$ cat config.mk
export PLATFORM = sky130hd
export DESIGN_NAME = load_store_unit_flat
export DESIGN_NICKNAME = d
export VERILOG_FILES = /design/src/rtl/lsu_pkg.sv /design/src/rtl/lsu_if.sv /design/src/rtl/lsu_lane_align.sv /design/src/rtl/load_store_unit.sv /design/src/flat_wrapper.sv
export SDC_FILE = /design/constraint.sdc
export NUM_CORES = 1
export LEC_CHECK = 0
export ABC_AREA = 1
export CELL_PAD_IN_SITES_DETAIL_PLACEMENT = 0
export CELL_PAD_IN_SITES_GLOBAL_PLACEMENT = 1
export CORE_MARGIN = 2
export CORE_UTILIZATION = 34
export DETAILED_ROUTE_END_ITERATION = 7
export PLACE_DENSITY = 0.79
export SKIP_LAST_GASP = 1
export SLEW_MARGIN = 10
export SYNTH_ARGS = -nofsm -noshare
export SYNTH_HDL_FRONTEND = slang
export SYNTH_SLANG_ARGS = --single-unit
$ cat constraint.sdc
create_clock -name clk -period 2.1 [get_ports clk]
set_input_delay 0.525 -clock clk [delete_from_list [all_inputs] [get_ports clk]]
set_output_delay 0.525 -clock clk [all_outputs]
set_load 0.02 [all_outputs]
$ cat src/rtl/lsu_pkg.sv
// Shared definitions for the load/store unit: size encodings, FSM states,
// the latched request record and the access-fault rule.
package lsu_pkg;

    localparam logic [1:0] SIZE_BYTE = 2'b00;
    localparam logic [1:0] SIZE_HALF = 2'b01;
    localparam logic [1:0] SIZE_WORD = 2'b10;

    localparam int unsigned ROM_END_DEFAULT = 32'd64000;

    typedef enum logic [2:0] {
        ST_IDLE = 3'd0,
        ST_RD   = 3'd1,
        ST_CAPT = 3'd2,
        ST_WR   = 3'd3,
        ST_RESP = 3'd4
    } lsu_state_e;

    typedef struct packed {
        logic        write;
        logic [1:0]  size;
        logic        is_signed;
        logic [1:0]  lane;
        logic [31:0] wdata;
    } lsu_req_t;

    // Misalignment, reserved size, or a store below the ROM boundary.
    function automatic logic access_fault(input logic        write,
                                          input logic [1:0]  size,
                                          input logic [31:0] addr,
                                          input logic [31:0] rom_end);
        logic f;
        case (size)
            SIZE_BYTE: f = 1'b0;
            SIZE_HALF: f = addr[0];
            SIZE_WORD: f = (addr[1:0] != 2'b00);
            default:   f = 1'b1;
        endcase
        if (write && (addr < rom_end)) begin
            f = 1'b1;
        end else begin
            f = f;
        end
        return f;
    endfunction

endpackage

$ cat src/rtl/lsu_if.sv
// Request/response bus from the execute stage and the single-port memory bus.
interface lsu_req_if;
    logic        req_valid;
    logic        req_ready;
    logic        req_write;
    logic [1:0]  req_size;
    logic        req_signed;
    logic [31:0] req_addr;
    logic [31:0] req_wdata;
    logic        resp_valid;
    logic [31:0] resp_rdata;
    logic        resp_fault;

    modport master (output req_valid, req_write, req_size, req_signed, req_addr, req_wdata,
                    input  req_ready, resp_valid, resp_rdata, resp_fault);
    modport slave  (input  req_valid, req_write, req_size, req_signed, req_addr, req_wdata,
                    output req_ready, resp_valid, resp_rdata, resp_fault);
endinterface

interface lsu_mem_if;
    logic [31:0] mem_address;
    logic [31:0] mem_data_in;
    logic        mem_write;
    logic [31:0] mem_data_out;

    modport master (output mem_address, mem_data_in, mem_write, input mem_data_out);
    modport slave  (input mem_address, mem_data_in, mem_write, output mem_data_out);
endinterface

$ cat src/rtl/lsu_lane_align.sv
// Combinational lane handling: extract/extend a loaded lane and merge a
// sub-word store lane into the word read back from memory.
module lsu_lane_align
    import lsu_pkg::*;
(
    input  logic [31:0] rd_word,
    input  logic [1:0]  lane,
    input  logic [1:0]  size,
    input  logic        is_signed,
    input  logic [31:0] wdata,
    output logic [31:0] load_data,
    output logic [31:0] merge_data
);

    logic [4:0]  shamt_s;
    logic [31:0] shifted_s;
    logic [31:0] mask_s;
    logic [31:0] ins_s;

    // Little-endian lane select, extension and store-lane merge
    always_comb begin
        shamt_s   = {lane, 3'b000};
        shifted_s = rd_word >> shamt_s;
        load_data = 32'h0000_0000;
        mask_s    = 32'h0000_0000;
        ins_s     = 32'h0000_0000;
        case (size)
            SIZE_BYTE: begin
                load_data = {{24{is_signed & shifted_s[7]}}, shifted_s[7:0]};
                mask_s    = 32'h0000_00FF << shamt_s;
                ins_s     = {24'h00_0000, wdata[7:0]} << shamt_s;
            end
            SIZE_HALF: begin
                load_data = {{16{is_signed & shifted_s[15]}}, shifted_s[15:0]};
                mask_s    = 32'h0000_FFFF << shamt_s;
                ins_s     = {16'h0000, wdata[15:0]} << shamt_s;
            end
            SIZE_WORD: begin
                load_data = rd_word;
                mask_s    = 32'hFFFF_FFFF;
                ins_s     = wdata;
            end
            default: begin
                load_data = 32'h0000_0000;
                mask_s    = 32'h0000_0000;
                ins_s     = 32'h0000_0000;
            end
        endcase
        merge_data = (rd_word & ~mask_s) | ins_s;
    end

endmodule

$ cat src/rtl/load_store_unit.sv
// Load/store unit: converts byte/half/word requests into word accesses on a
// single memory port, with read-modify-write for sub-word stores.
module load_store_unit
    import lsu_pkg::*;
#(
    parameter int unsigned ROM_END = ROM_END_DEFAULT
) (
    input logic        clk,
    input logic        reset,
    lsu_req_if.slave   req,
    lsu_mem_if.master  mem
);

    lsu_state_e  state_r, next_state_s;
    lsu_req_t    req_r;
    logic        accept_s, fault_s;
    logic [31:0] load_data_s, merge_data_s;

    logic        resp_valid_r, resp_valid_s;
    logic        resp_fault_r, resp_fault_s;
    logic [31:0] resp_rdata_r, resp_rdata_s;
    logic [31:0] mem_address_r, mem_address_s;
    logic [31:0] mem_data_in_r, mem_data_in_s;
    logic        mem_write_r, mem_write_s;

    assign accept_s = (state_r == ST_IDLE) && req.req_valid;
    assign fault_s  = access_fault(req.req_write, req.req_size, req.req_addr, ROM_END);

    lsu_lane_align u_align (
        .rd_word    (mem.mem_data_out),
        .lane       (req_r.lane),
        .size       (req_r.size),
        .is_signed  (req_r.is_signed),
        .wdata      (req_r.wdata),
        .load_data  (load_data_s),
        .merge_data (merge_data_s)
    );

    // State register
    always_ff @(posedge clk or negedge reset) begin
        if (!reset) begin
            state_r <= ST_IDLE;
        end else begin
            state_r <= next_state_s;
        end
    end

    // Request capture on acceptance
    always_ff @(posedge clk or negedge reset) begin
        if (!reset) begin
            req_r <= '0;
        end else if (accept_s) begin
            req_r <= '{write:     req.req_write,
                       size:      req.req_size,
                       is_signed: req.req_signed,
                       lane:      req.req_addr[1:0],
                       wdata:     req.req_wdata};
        end
    end

    // Next-state decode
    always_comb begin
        next_state_s = state_r;
        case (state_r)
            ST_IDLE: begin
                if (!accept_s) begin
                    next_state_s = ST_IDLE;
                end else if (fault_s) begin
                    next_state_s = ST_RESP;
                end else if (req.req_write && (req.req_size == SIZE_WORD)) begin
                    next_state_s = ST_WR;
                end else begin
                    next_state_s = ST_RD;
                end
            end
            ST_RD:   next_state_s = ST_CAPT;
            ST_CAPT: begin
                if (req_r.write) begin
                    next_state_s = ST_WR;
                end else begin
                    next_state_s = ST_RESP;
                end
            end
            ST_WR:   next_state_s = ST_RESP;
            ST_RESP: next_state_s = ST_IDLE;
            default: next_state_s = ST_IDLE;
        endcase
    end

    // Output decode: values the output registers take at the next edge
    always_comb begin
        resp_valid_s  = (next_state_s == ST_RESP);
        mem_write_s   = (next_state_s == ST_WR);
        resp_fault_s  = resp_fault_r;
        resp_rdata_s  = resp_rdata_r;
        mem_address_s = mem_address_r;
        mem_data_in_s = mem_data_in_r;
        case (state_r)
            ST_IDLE: begin
                if (accept_s) begin
                    resp_fault_s = fault_s;
                    resp_rdata_s = 32'h0000_0000;
                    if (!fault_s) begin
                        mem_address_s = {req.req_addr[31:2], 2'b00};
                        mem_data_in_s = req.req_wdata;
                    end else begin
                        mem_address_s = mem_address_r;
                    end
                end else begin
                    resp_fault_s = resp_fault_r;
                end
            end
            // The read word only exists at the closing CAPT edge, so extract/merge here
            ST_CAPT: begin
                if (req_r.write) begin
                    mem_data_in_s = merge_data_s;
                end else begin
                    resp_rdata_s = load_data_s;
                end
            end
            default: begin
                resp_fault_s = resp_fault_r;
            end
        endcase
    end

    // Output registers
    always_ff @(posedge clk or negedge reset) begin
        if (!reset) begin
            resp_valid_r  <= 1'b0;
            resp_fault_r  <= 1'b0;
            resp_rdata_r  <= 32'h0000_0000;
            mem_address_r <= 32'h0000_0000;
            mem_data_in_r <= 32'h0000_0000;
            mem_write_r   <= 1'b0;
        end else begin
            resp_valid_r  <= resp_valid_s;
            resp_fault_r  <= resp_fault_s;
            resp_rdata_r  <= resp_rdata_s;
            mem_address_r <= mem_address_s;
            mem_data_in_r <= mem_data_in_s;
            mem_write_r   <= mem_write_s;
        end
    end

    assign req.req_ready    = (state_r == ST_IDLE);
    assign req.resp_valid   = resp_valid_r;
    assign req.resp_fault   = resp_fault_r;
    assign req.resp_rdata   = resp_rdata_r;
    assign mem.mem_address  = mem_address_r;
    assign mem.mem_data_in  = mem_data_in_r;
    assign mem.mem_write    = mem_write_r;

endmodule

$ cat src/flat_wrapper.sv
// flat-port wrapper written by rule: the top's interface ports become plain ports
module load_store_unit_flat import lsu_pkg::*;
#(
    parameter int unsigned ROM_END = ROM_END_DEFAULT
)
  (clk, reset, req_req_valid, req_req_write, req_req_size, req_req_signed, req_req_addr, req_req_wdata, req_req_ready, req_resp_valid, req_resp_rdata, req_resp_fault, mem_mem_address, mem_mem_data_in, mem_mem_write, mem_mem_data_out);
  lsu_req_if req_i ();
  lsu_mem_if mem_i ();
  input logic clk;
  input logic reset;
  input wire logic [$bits(req_i.req_valid)-1:0] req_req_valid;
  input wire logic [$bits(req_i.req_write)-1:0] req_req_write;
  input wire logic [$bits(req_i.req_size)-1:0] req_req_size;
  input wire logic [$bits(req_i.req_signed)-1:0] req_req_signed;
  input wire logic [$bits(req_i.req_addr)-1:0] req_req_addr;
  input wire logic [$bits(req_i.req_wdata)-1:0] req_req_wdata;
  output wire logic [$bits(req_i.req_ready)-1:0] req_req_ready;
  output wire logic [$bits(req_i.resp_valid)-1:0] req_resp_valid;
  output wire logic [$bits(req_i.resp_rdata)-1:0] req_resp_rdata;
  output wire logic [$bits(req_i.resp_fault)-1:0] req_resp_fault;
  output wire logic [$bits(mem_i.mem_address)-1:0] mem_mem_address;
  output wire logic [$bits(mem_i.mem_data_in)-1:0] mem_mem_data_in;
  output wire logic [$bits(mem_i.mem_write)-1:0] mem_mem_write;
  input wire logic [$bits(mem_i.mem_data_out)-1:0] mem_mem_data_out;
  assign req_i.req_valid = req_req_valid;
  assign req_i.req_write = req_req_write;
  assign req_i.req_size = req_req_size;
  assign req_i.req_signed = req_req_signed;
  assign req_i.req_addr = req_req_addr;
  assign req_i.req_wdata = req_req_wdata;
  assign req_req_ready = req_i.req_ready;
  assign req_resp_valid = req_i.resp_valid;
  assign req_resp_rdata = req_i.resp_rdata;
  assign req_resp_fault = req_i.resp_fault;
  assign mem_mem_address = mem_i.mem_address;
  assign mem_mem_data_in = mem_i.mem_data_in;
  assign mem_mem_write = mem_i.mem_write;
  assign mem_i.mem_data_out = mem_mem_data_out;
  load_store_unit #(.ROM_END(ROM_END)) u_core (.clk(clk), .reset(reset), .req(req_i), .mem(mem_i));
endmodule
==> flow_summary.yaml <==
global_routing:
  gr-total-overflow: 0
  grt_pass1_wl_mm: 39.4
  grt_antenna_before_repair: 0
  grt_start_max_net_pins: 51
  grt_pass1_vias: 7093
  grtUsageTotal: 0.228
run_status:
  status: "finished, final reports clean"
critical_path:
  max_stage_delay_ns: 0.40
  r2r_slack_ns: 0.22
  crit_chain: "nor2_2, nand2_1, inv_1, dlygate4sd2_1"
  cp.required_ns: 1.57
  startpoint: "u_core.state_r[2]"
  cp.buffers_inverters: 2
  worstReg2RegEnd: "u_core.mem.mem_data_in[0]"
  reg2regPathDepth: 8
  rr_startpoint: "u_core.req_r[33]"
  cp_top_family: "flip-flops"
  path_class: "reg -> out"
  critPathCaptureType: "output port"
  cp.arrival_ns: 1.47
  critical_path_depth: 4
  cpMaxStageDelayCell: "dfrtp_1"
  path_max_fanout: 3
  critPathCapture: "req_req_ready"
  start_kind: "flop"
timing:
  worst_slack_ns: 0.109
  worst_pin_slew_ns: 0.568
  maxSlewViolCount: 0
  clock.fmax_mhz: 502
  clock-skew-final_ns: 0.00820
  rsz0062_at_grt: "no"
  max_slew_margin: 0.620
  hold-worst-slack_ns: 0.476
  hold_viol_final: 0
  finalCritPeriodShare: 0.948
  setup_viol: 0
  period_needed_ns: 1.99
clocking:
  cts_setup_buffers: 0
  clock_tree.root_cell: "clkbuf_16"
  cts_buffer_depth: 2
  htreeDepth: 4
  clk_pin_slew_worst_paths_ns: 0.06
  numClockSinks: 138
  cts_buffers: 17
  cts_tree: "built"
  clk_latency_ns: 0.43
placement:
  port_buffers: 200
  hpwl_mm: 19.3
  dpl_cell_area_sq_mm: 0.00991
  dp_slack_ns: -0.179
  gp_congestion: 0.923
layout:
  multi_input_comb_area_sq_mm: 0.00331
  final.fill_count: 2153
  drive_gt1_frac: 0.0942
  n_antenna_cell: 0
  areaGrowthSynthToFinish_pct: 43.7
  stdcell_area_sq_mm: 0.0105
  finalNetCount: 1343
  seq_area_sq_mm: 0.00345
floorplan:
  rows: 53
  die_area_sq_mm: 0.0228
  coreArea_sq_mm: 0.0211
  start_util: 0.348
  die_h_um: 151
  io_pins: 203
  die_x_um: 151
worst_hold_path:
  hp-class: "reg -> reg"
route:
  firstDrtPassIters: 7
  drc: 0
  vias: 7460
  routed_wl_mm: 25.4
  drt-initial-drc-count: 589
  vias_per_cell: 4.89
  postRouteAntennaNets: 0
  wl_per_cell_um: 16.7
synthesis:
  syn_area_sq_mm: 0.00733
  yosys_register_bits: 138
  ys_warn_count: 0
  ys_types: 27
  synthCells: 1026
  avgSynthCellArea_sq_um: 7.15
  ys_seq_area_frac: 0.471
power:
  p_per_area_mw_per_mm2: 1540
  totalPowerFinal_mw: 16.3
  leakage_nw: 5.37
  vdd_ir_drop_max_mv: 0.537
flow_run:
  drv_cap: 0
flip-flops by register name, summed over array words and instances (netlist names):
register,count
u_core.req_r,38
u_core.mem.mem_data_in,32
u_core.req.resp_rdata,32
u_core.mem.mem_address,30
u_core.state_r,3
u_core.mem.mem_write,1
u_core.req.resp_fault,1
u_core.req.resp_valid,1
final cells by class:
class,instances,area share
clock buffers,18,0.0417
clock inverters,13,0.0159
inverters,83,0.0296
multi-input cells,748,0.314
well taps,275,0.0327
flip-flops and latches,138,0.328
repair buffers,252,0.238
cell usage after synthesis, drive strengths merged:
cell	n	share of area
nand3	159	0.11
a22o	6	0.0072
nand2	435	0.22
o211ai	6	0.0061
o21ai	52	0.035
conb	1	0.00051
a21boi	1	0.0010
nand3b	1	0.0010
a21o	2	0.0020
clkbuf	25	0.013
nor2	38	0.024
o21bai	5	0.0051
a21oi	26	0.018
inv	83	0.042
dfrtp	138	0.47
o2bb2ai	6	0.0072
or2	7	0.0060
buf	33	0.024
o22ai	1	0.00085
o31ai	1	0.0017
worst register-to-register path, cell delays in order, from the launching register on:
cell and delay [ns]:
dfrtp_1 0.58, nor2_2 0.33, nor2_2 0.10, nor2_4 0.27
inv_2 0.15, nor2_1 0.11, o21ai_1 0.11, nand2_1 0.08
nand2_1 0.05
placed cells by master, fill, tap and decap left out, types with 5 or more instances in the layout:
cell,netlist,routed
buf_12,0,9
o211ai_1,6,6
inv_1,72,72
a21oi_1,26,26
o2bb2ai_1,6,6
o21bai_1,5,5
buf_4,4,42
inv_2,11,11
nor2_2,7,8
dfrtp_1,138,138
clkbuf_16,0,17
o21ai_0,40,40
clkdlybuf4s50_1,0,198
or2_2,7,7
nand3_1,156,156
a22o_1,6,6
nor2_1,29,27
o21ai_1,12,12
nand2_1,433,433
cells by family after synthesis:
logic type / synth area share
AND/OR/NAND/NOR: 0.365
flip-flops: 0.471
buffers and inverters: 0.0792
AO/OA/AOI/OAI: 0.0845
other: 0.000511
timing repair:
action	4_1_cts	5_1_grt
hold buffers	1	0
cloned	0	0
gates resized for setup	1	2
endpoints found under the setup margin	1	25
hold endpoints to repair	23	0
stage by stage:
| stage | TNS [ns] | instances | utilization |
|---|---|---|---|
| global route | 0 | 1527 | 0.500 |
| floorplan | 0 | 1027 | - |
| CTS | 0 | 1527 | 0.499 |
| detailed placement | -4.45 | 1495 | 0.470 |
| global placement | -3.16 | 1495 | 0.470 |
| finish | 0 | 1527 | 0.500 |
worst min-delay path by stage:
stage	start	to	slack [ns]	depth (start not counted)
after global placement	reset	u_core.req.resp_rdata[13]	0.43	1
after floorplan	reset	u_core.mem.mem_address[10]	0.23	0
after CTS	u_core.state_r[2]	u_core.state_r[1]	0.46	1
after detailed placement	reset	u_core.req.resp_rdata[11]	0.43	1
final	u_core.mem.mem_address[25]	u_core.mem.mem_address[25]	0.48	2
after global routing	u_core.state_r[2]	u_core.state_r[1]	0.49	1
per-layer routing:
layer  track usage  part of all wire  vias up
met1         0.309              0.44     3457
met2         0.371              0.48      278
li1              -                 -     3693
met3        0.0416             0.061       32
met4        0.0706             0.021        0
met5             0                 0        -
power by group:
group / internal, mW / total [mW] / switching [mW]
Clock: 1.91 / 3.16 / 1.25
Sequential: 3.85 / 4.70 / 0.854
Combinational: 3.40 / 8.41 / 5.01
Total: 9.16 / 16.3 / 7.11
Note: power is estimated with default switching activity, not from simulation.
